--- src/rtl/adc_capture_controller.sv ---
// -----------------------------------------------------------------------------
// adc_capture_controller
//   Receive side of the RFDC data path. An armed command starts a capture at an
//   exact RTIO counter value. Each ADC beat carries 16 signed 16-bit samples.
//   The samples are summed over windows of N counted beats, and one timestamped
//   record per window is pushed into the RTI FIFO write port.
//
// Ports
//   s00_axis_aclk / s00_axis_aresetn : clock, async active-low reset
//   s00_axis_tdata/tvalid/tready     : ADC stream in (tready is never dropped)
//   counter                          : RTIO time counter (same clock)
//   cmd_write / cmd_din              : command strobe,
//                                      {abort, window_beats, num_windows, start_time}
//   flush                            : sync abort of the capture + clear of sticky errors
//   rti_full / rti_write / rti_din   : FIFO write port,
//                                      record = {timestamp, sum[47:0], window index}
//   busy                             : capture active or records still in flight
//   timestamp_error, overflow_error  : sticky error flags
// -----------------------------------------------------------------------------
module adc_capture_controller #(
   parameter int AXIS_DATA_WIDTH = 256,
   parameter int SAMPLE_WIDTH    = 16,
   parameter int SUM_WIDTH       = 48
) (
   input  logic                       s00_axis_aclk,
   input  logic                       s00_axis_aresetn,
   input  logic [AXIS_DATA_WIDTH-1:0] s00_axis_tdata,
   input  logic                       s00_axis_tvalid,
   output logic                       s00_axis_tready,
   input  logic [63:0]                counter,
   input  logic                       cmd_write,
   input  logic [127:0]               cmd_din,
   input  logic                       flush,
   input  logic                       rti_full,
   output logic                       rti_write,
   output logic [127:0]               rti_din,
   output logic                       busy,
   output logic                       timestamp_error,
   output logic                       overflow_error
);

   localparam int NUM_LANES = AXIS_DATA_WIDTH / SAMPLE_WIDTH;
   localparam int BSUM_W    = SAMPLE_WIDTH + $clog2(NUM_LANES);

   localparam logic [1:0] ST_IDLE  = 2'd0;
   localparam logic [1:0] ST_ARMED = 2'd1;
   localparam logic [1:0] ST_CAPT  = 2'd2;

   logic [1:0]  r_state;
   logic [63:0] r_start;
   logic [15:0] r_nwin, r_wbeats, r_beat_cnt, r_win_idx;
   logic [63:0] r_win_ts;
   logic        r_tready;

   // beat stage
   logic                     r_b_vld, r_b_first, r_b_last;
   logic signed [BSUM_W-1:0] r_b_sum;
   logic [63:0]              r_b_ts;
   logic [15:0]              r_b_idx;
   // accumulate stage
   logic                 r_r_vld, r_o_vld;
   logic [SUM_WIDTH-1:0] r_acc;
   logic [63:0]          r_r_ts;
   logic [15:0]          r_r_idx;

   logic                     r_write, r_ts_err, r_ovf;
   logic [127:0]             r_din;
   logic signed [BSUM_W-1:0] w_bsum;
   logic w_abort, w_kill, w_match, w_active, w_beat, w_first, w_wlast, w_final;
   logic w_late, w_cmd_ok;
   logic w_unused;

   assign w_unused = ^cmd_din[127:97];

   // Sign-extended sum of all lanes of the current beat.
   always_comb begin
      logic [SAMPLE_WIDTH-1:0] w_lane;
      w_bsum = '0;
      for (int i = 0; i < NUM_LANES; i++) begin
         w_lane = s00_axis_tdata[i*SAMPLE_WIDTH +: SAMPLE_WIDTH];
         w_bsum = w_bsum + {{(BSUM_W-SAMPLE_WIDTH){w_lane[SAMPLE_WIDTH-1]}}, w_lane};
      end
   end

   assign w_abort  = cmd_write & cmd_din[96];
   assign w_kill   = flush | w_abort;
   assign w_match  = (counter == r_start);
   // The match cycle itself already counts as a capture beat.
   assign w_active = (r_state == ST_CAPT) | ((r_state == ST_ARMED) & w_match);
   assign w_beat   = w_active & s00_axis_tvalid & ~w_kill;
   assign w_first  = (r_beat_cnt == 16'd0);
   assign w_wlast  = (r_beat_cnt == r_wbeats - 16'd1);
   assign w_final  = w_wlast & (r_win_idx == r_nwin - 16'd1);
   assign w_late   = (cmd_din[63:0] < counter);
   assign w_cmd_ok = ~cmd_din[96] & ~w_late & (cmd_din[79:64] != 16'd0);

   // Control FSM and window/beat counters
   always_ff @(posedge s00_axis_aclk or negedge s00_axis_aresetn) begin
      if (!s00_axis_aresetn) begin
         r_state    <= ST_IDLE;
         r_start    <= '0;
         r_nwin     <= '0;
         r_wbeats   <= '0;
         r_beat_cnt <= '0;
         r_win_idx  <= '0;
         r_win_ts   <= '0;
         r_tready   <= 1'b0;
      end else begin
         r_tready <= 1'b1;
         if (w_kill) begin
            r_state <= ST_IDLE;
         end else begin
            case (r_state)
               ST_IDLE: begin
                  if (cmd_write && w_cmd_ok) begin
                     r_start    <= cmd_din[63:0];
                     r_nwin     <= cmd_din[79:64];
                     r_wbeats   <= (cmd_din[95:80] == 16'd0) ? 16'd1 : cmd_din[95:80];
                     r_beat_cnt <= '0;
                     r_win_idx  <= '0;
                     // A start time equal to "now" can no longer be matched,
                     // so capture begins on the very next cycle instead.
                     r_state    <= (cmd_din[63:0] == counter) ? ST_CAPT : ST_ARMED;
                  end
               end
               default: begin
                  if (w_beat) begin
                     if (w_first) r_win_ts <= counter;
                     if (w_wlast) begin
                        r_beat_cnt <= '0;
                        if (w_final) begin
                           r_state <= ST_IDLE;
                        end else begin
                           r_win_idx <= r_win_idx + 16'd1;
                           r_state   <= ST_CAPT;
                        end
                     end else begin
                        r_beat_cnt <= r_beat_cnt + 16'd1;
                        r_state    <= ST_CAPT;
                     end
                  end else if (w_active) begin
                     r_state <= ST_CAPT;
                  end
               end
            endcase
         end
      end
   end

   // Beat -> accumulate -> record pipeline
   always_ff @(posedge s00_axis_aclk or negedge s00_axis_aresetn) begin
      if (!s00_axis_aresetn) begin
         r_b_vld   <= 1'b0;
         r_b_first <= 1'b0;
         r_b_last  <= 1'b0;
         r_b_sum   <= '0;
         r_b_ts    <= '0;
         r_b_idx   <= '0;
         r_r_vld   <= 1'b0;
         r_o_vld   <= 1'b0;
         r_acc     <= '0;
         r_r_ts    <= '0;
         r_r_idx   <= '0;
         r_write   <= 1'b0;
         r_din     <= '0;
      end else begin
         r_b_vld <= w_beat;
         if (w_beat) begin
            r_b_first <= w_first;
            r_b_last  <= w_wlast;
            r_b_sum   <= w_bsum;
            r_b_ts    <= w_first ? counter : r_win_ts;
            r_b_idx   <= r_win_idx;
         end
         // A kill drops anything not yet in the output register.
         r_r_vld <= r_b_vld & r_b_last & ~w_kill;
         if (r_b_vld) begin
            // The first beat restarts the sum, so no separate clear cycle is needed
            // between back-to-back windows.
            r_acc   <= (r_b_first ? '0 : r_acc) +
                       {{(SUM_WIDTH-BSUM_W){r_b_sum[BSUM_W-1]}}, r_b_sum};
            r_r_ts  <= r_b_ts;
            r_r_idx <= r_b_idx;
         end
         r_o_vld <= r_r_vld;
         r_write <= r_r_vld & ~rti_full;
         if (r_r_vld && !rti_full) r_din <= {r_r_ts, r_acc, r_r_idx};
      end
   end

   // Sticky errors; flush clears and takes priority.
   always_ff @(posedge s00_axis_aclk or negedge s00_axis_aresetn) begin
      if (!s00_axis_aresetn) begin
         r_ts_err <= 1'b0;
         r_ovf    <= 1'b0;
      end else if (flush) begin
         r_ts_err <= 1'b0;
         r_ovf    <= 1'b0;
      end else begin
         if ((r_state == ST_IDLE) && cmd_write && !cmd_din[96] && w_late) r_ts_err <= 1'b1;
         if (r_r_vld && rti_full) r_ovf <= 1'b1;
      end
   end

   assign s00_axis_tready = r_tready;
   assign rti_write       = r_write;
   assign rti_din         = r_din;
   // r_o_vld keeps busy up for the cycle in which the last record is written or dropped.
   assign busy            = (r_state != ST_IDLE) | r_b_vld | r_r_vld | r_o_vld;
   assign timestamp_error = r_ts_err;
   assign overflow_error  = r_ovf;

endmodule

--- config.mk ---
export PLATFORM = sky130hd
export DESIGN_NAME = adc_capture_controller
export DESIGN_NICKNAME = d
export VERILOG_FILES = /design/src/rtl/adc_capture_controller.sv
export SDC_FILE = /design/constraint.sdc
export NUM_CORES = 2
export LEC_CHECK = 0
export CELL_PAD_IN_SITES_DETAIL_PLACEMENT = 0
export CELL_PAD_IN_SITES_GLOBAL_PLACEMENT = 2
export CORE_UTILIZATION = 30
export DETAILED_ROUTE_END_ITERATION = 8
export PLACE_DENSITY_LB_ADDON = 0.1
export SLEW_MARGIN = 25
export SYNTH_ARGS = -nofsm -noshare
export SYNTH_HDL_FRONTEND = slang
export SYNTH_SLANG_ARGS = --single-unit
--- constraint.sdc ---
create_clock -name s00_axis_aclk -period 4.1 [get_ports s00_axis_aclk]
set_input_delay 1.025 -clock s00_axis_aclk [delete_from_list [all_inputs] [get_ports s00_axis_aclk]]
set_output_delay 1.025 -clock s00_axis_aclk [all_outputs]
set_load 0.05 [all_outputs]
# Yosys cells after proc, flatten, opt, wreduce, memory -nomap -nowiden
# Index checks and enable logic that the tools add are counted.
# classes
add_sub_neg	20
magnitude_cmp	1
eq_ne	9
muxes	23
n_bitwise	20
n_reduce_logical	23
# ops
op	n
$add A20 B20 Y20	11
$mux W16	9
$eq A64 B64 Y1	2
$lt A64 B64 Y1	1
$mux W64	1
$add A48 B48 Y48	1
$mux W48	1
$add A16 B1 Y16 const B	2
$eq A16 B16 Y1	2
$logic_not A16 Y1	2
$sub A16 B1 Y16 const B	2
$add A19 B16 Y20	1
$add A18 B16 Y19	1
$add A17 B16 Y18	1
$add A16 B16 Y17	1
$mux W2	8
$reduce_bool A16 Y1	1
$and A1 B1 Y1	10
$reduce_bool A2 Y1	5
$reduce_and A3 Y1	3
$logic_and A1 B1 Y1	6
$not A1 Y1	5
$or A1 B1 Y1	5
$reduce_and A5 Y1	1
10 further kinds	14
# totals
register_bits	559
in_bits	454
out_inout_bits	133

# Logic depth before layout (Yosys ltp)
# logic_depth
depth_word	15
depth_mapped	24
ltp_nobuf	24

# Least setup slack after synthesis
# OpenSTA, ideal clock, no wires.
# synth_path
path_type	in2reg
from	input s00_axis_tdata[2]
to	register r_b_sum[16]
arrival_time_ns	6.277
path_slack_ns	-2.310
stages	21
path_cell_list	inv_1 > fa_1 > inv_1 > fa_1 > fa_1 > fa_1 > fa_1 > inv_1 > fa_1 > inv_1 > ha_1 > fa_1 > a21oi_1 > o21bai_1 > a21oi_1 > o21ai_0 > a211oi_1 > o21ai_0 > a41oi_1 > xor2_1 > o21ai_0
# synth_via
elab_chain_len	15
# synth_lines
element	line_no	text
start, declared	27	input logic [AXIS_DATA_WIDTH-1:0] s00_axis_tdata,
$add A16 B16 Y17	81	w_bsum = w_bsum + {{(BSUM_W-SAMPLE_WIDTH){w_lane[SAMPLE_WIDTH-1]}}, w_lane};
$add A17 B16 Y18	81	
$add A18 B16 Y19	81	
$add A19 B16 Y20	81	
$add A20 B20 Y20 (11 in series)	81	
end signal, assigned	171	r_b_sum <= w_bsum;
end, declared	57	logic signed [BSUM_W-1:0] r_b_sum;
# Every way passes these cells.
# A chain may end at the register's enable or synchronous reset.

# Worst setup path after layout
# layout_path
from	input s00_axis_tdata[98]
to	register r_b_sum[18]
# layout_via
elab_chain_len	10
# layout_lines
element	line_no
$add A20 B20 Y20 (10 in series)	81
# Every way passes these cells.

==> metrics.md <==
| Metric | Value |
|---|---|
| Post-layout util | `0.410` |
| Hold Vio Cnt, Final | `0` |
| Lkg Pwr | `23.4 nW` |
| Gr usage total | `0.189` |
| Peak VDD IR | `approximately 1.8 mV` |
| Final setup violation count | `18` |
| Area Overhead vs Synth | `35.1%` |
| CTS tree | `done` |
| Fmax | `about 180 MHz` |
| Max_cap viols | `0` |
| Crit share post-route | `1.38` |
| Largest net degree at the start of global routing | `between 100 and 150` |
| Crit-path max FO | `2` |
| CORE AREA | `115000 sq um` |
| PnR worst setup slack | `-1.56 ns` |
| Total CTS buffers | `73` |
| Area of the mapped netlist | `34800 sq um` |
| Later-pin clock latency in the skew report | `0.65 ns` |
| Initial Util | `0.303` |
| Final Skew | `0.0338 ns` |
| Multi-input gate area | `about 19000 sq um` |
| Slew @ Worst Pin | `0.870 ns` |
| Chip height | `~340 microns` |
| Commonest non-fill, non-tap cells in the layout | `nand2_1 (830), dfrtp_1 (557), clkdlybuf4s50_1 (455), inv_1 (416), buf_4 (265)` |
| DRT antenna net count | `0` |
| Fin. max-slew vios | `0` |
| Layout fillers | `11600` |
| Synth warnings | `0` |
| Vias in the first global route | `just under 30000` |
| Pre-CTS setup slack | `-2.82 ns` |
| Vias per Instance | `4.54` |
| Register area | `roughly 14000 sq um` |
| Avg Inst Size Synth | `9.37 sq um` |
| Synth top area cells | `dfrtp_1 (40%), fa_1 (13%), nand2_1 (9.0%)` |
| Highest cell delay on the worst timing path | `0.58 ns` |
| H-Tree Depth | `3` |
| Cell repeated most along the worst path | `fa_1` |
| Average routed wire per standard cell | `18.0 microns` |
| Slew HR | `0.420` |
| Worst path bufs/invs | `5` |
| Root Driver | `clkbuf_16` |
| CTS Sinks | `around 560` |
| Detailed Route WL | `109000 microns` |
| Synth cell types | `77` |
| Critical Path, Cell by Cell | `buf_6 > fa_1 > inv_2 > fa_1 > inv_2 > fa_1 > fa_2 > fa_1 > inv_1 > fa_1 > inv_2 > ha_4 > fa_2 > a21oi_2 > o21bai_2 > a21oi_2 > o21ai_2 > a211oi_2 > o21ai_2 > nand2_1 > o21ai_1 > xnor2_1 > o21ai_1` |
| Drt drc | `30` |
| Number of synthesized flops with an enable pin | `0` |
| First-pass GRT wire length | `171000 microns` |
| Critical path's top delay family | `adder cells` |
| Power Dens Cells | `905 nW/um^2` |
| Post-layout min period | `5.66 ns` |
| Crit Path Class | `input pin to flip-flop` |
| Async set or reset register ratio after synthesis | `1.00` |
| CP required | `4.60 ns` |
| Failing checks | `design-rule violations, negative setup slack` |
| Post-synth top area cell | `dfrtp_1` |
| Min-Delay Path Class | `input pin to async pin` |
| Worst setup SP type | `input pin` |
| Die width | `342 microns` |
| DR pass1 iterations | `9` |
| RD Place Congestion | `around 0.82` |
| Hpwl dp | `85200 microns` |
| Most common cell after layout, fill and taps aside | `nand2_1` |
| Status | `finished with violations` |
| Proportion of layout cells with a drive suffix above 1 | `0.168` |
| Max Root-Sink Buffers | `3` |
| Std cell rows | `124` |
| #FFs+latches synth | `559` |
| Global route overflow | `0` |
| I/O Pins | `between 500 and 600` |
| Worst Path Arrival | `6.17 ns` |
| Top-area cell type share of the netlist area | `0.402` |
| Synth Instances | `roughly 3700` |
| Reg clk slew, reported paths | `0.06 ns` |
| Seq/Total Area, Yosys | `0.402` |
| Initial antenna violation count | `6` |
| Die footprint | `~120000 sq um` |
| Via count | `27400` |
| Syn Nets | `approximately 4500` |
| Main synth FF type | `dfrtp_1` |
| Iter 0 DRT Violations | `1351` |
| Final net count | `5309` |
| Design Power | `42.5 mW` |
| Critical Path Sink Type | `flip-flop` |
| Port Buffers | `555` |
| Setup repair after global routing missed its margin | `yes` |
| CP max stage cell | `fa_1` |
==> routing by layer <==
metal	track usage	routed length, microns	vias up
met1	0.252	49600	13300
met2	0.321	52600	456
met4	0.0407	2040	8
li1	-	-	13600
met3	0.0302	4390	119
met5	0	44	-
==> path summary, 6_finish.rpt <==
path,cells after the start,start,end,slack (ns)
max in group asynchronous,2,s00_axis_aresetn,r_wbeats[7],2.76
min in group s00_axis_aclk,2,r_r_idx[7],rti_din[7],0.46
worst max-delay path,23,s00_axis_tdata[98],r_b_sum[18],-1.56
worst min register to register,2,r_r_idx[7],rti_din[7],0.46
worst min-delay path,1,s00_axis_aresetn,r_acc[7],0.29
worst max register to register,16,r_b_first,r_acc[44],0.24
==> worst reg2reg max path: cells and delay by family (launching register included) <==
| kind | cells | cell delay, ns |
|---|---|---|
| AOI/OAI and AO/OA | 7 | 1.48 |
| and+or+nand+nor | 4 | 0.92 |
| adders and majority gates | 2 | 0.55 |
| DFF | 1 | 0.45 |
| buffers and inverters | 3 | 0.41 |
==> layout make-up <==
type                       instances  area share
antenna                            2    0.000107
clock buffer                     103      0.0443
clock inverter                    28     0.00895
inverter                         485      0.0388
multi-input combinational       2513       0.400
sequential                       559       0.298
tap                             1512      0.0403
timing repair buffer             849       0.169
==> metrics by stage <==
step | instance area [sq um] | instances | setup TNS [ns] | hold WS (ns)
detailed placement | 44100 | 5905 | -122.29 | 0.453
CTS | 46800 | 6046 | -22.47 | 0.243
global placement | 44100 | 5905 | -128.03 | 0.451
global route | 47000 | 6051 | -23.11 | 0.262
finish | 47000 | 6051 | -20.58 | 0.287
floorplan | 34800 | 3709 | -25.13 | 0.390
==> registers in the layout, indices dropped and copies added, names as in the netlist, 2 cells and up <==
| name | count |
|---|---|
| r_nwin | 16 |
| r_wbeats | 16 |
| r_r_idx | 16 |
| r_win_ts | 64 |
| r_b_ts | 64 |
| r_start | 64 |
| r_acc | 48 |
| r_r_ts | 64 |
| r_win_idx | 16 |
| r_b_idx | 16 |
| r_beat_cnt | 16 |
| r_b_sum | 20 |
| r_state | 2 |
| rti_din | 128 |
==> cell usage after synthesis (all sizes together), types with 6 or more instances <==
cell / instances
nand2: 832
dfrtp: 559
inv: 485
fa: 233
o21ai: 232
a21oi: 165
mux2: 150
ha: 141
clkbuf: 135
nor2: 130
xnor2: 82
xor2: 67
nor2b: 60
a21o: 57
nand4: 38
nor3: 34
nand3: 32
nor4: 27
and3: 25
nand2b: 20
buf: 17
or4: 17
a31oi: 16
o31ai: 14
o211ai: 13
o21bai: 12
a211oi: 9
o21a: 8
nand3b: 7
and2: 6
mux2i: 6
nor4b: 6
==> timing repair <==
action / CTS / global route
gates resized for setup: 215 / 140
hold buffers: 0 / 0
setup endpoints to repair: 18 / 29
pin swaps: 99 / 135
buffers inserted: 15 / 7
==> where the power goes <==
group	internal (mW)	total, mW	switching (mW)
registers	6.86	7.82	0.963
logic	14.6	28.1	13.5
clock network	3.96	6.67	2.70
total	25.4	42.5	17.1
==> kinds of logic (layout without fill, tap and decap cells) <==
kind of cell / Yosys count / count (layout) / share of synthesized area
xor+xnor: 150 / 150 / 0.0382
flops: 559 / 559 / 0.402
other cells: 1 / 3 / 0.000108
compound gates: 579 / 579 / 0.0982
simple gates: 1253 / 1253 / 0.157
buf+inv: 637 / 1465 / 0.0692
mux: 156 / 156 / 0.0503
fa+ha+maj: 374 / 374 / 0.185
(Power assumes the default switching activity.)
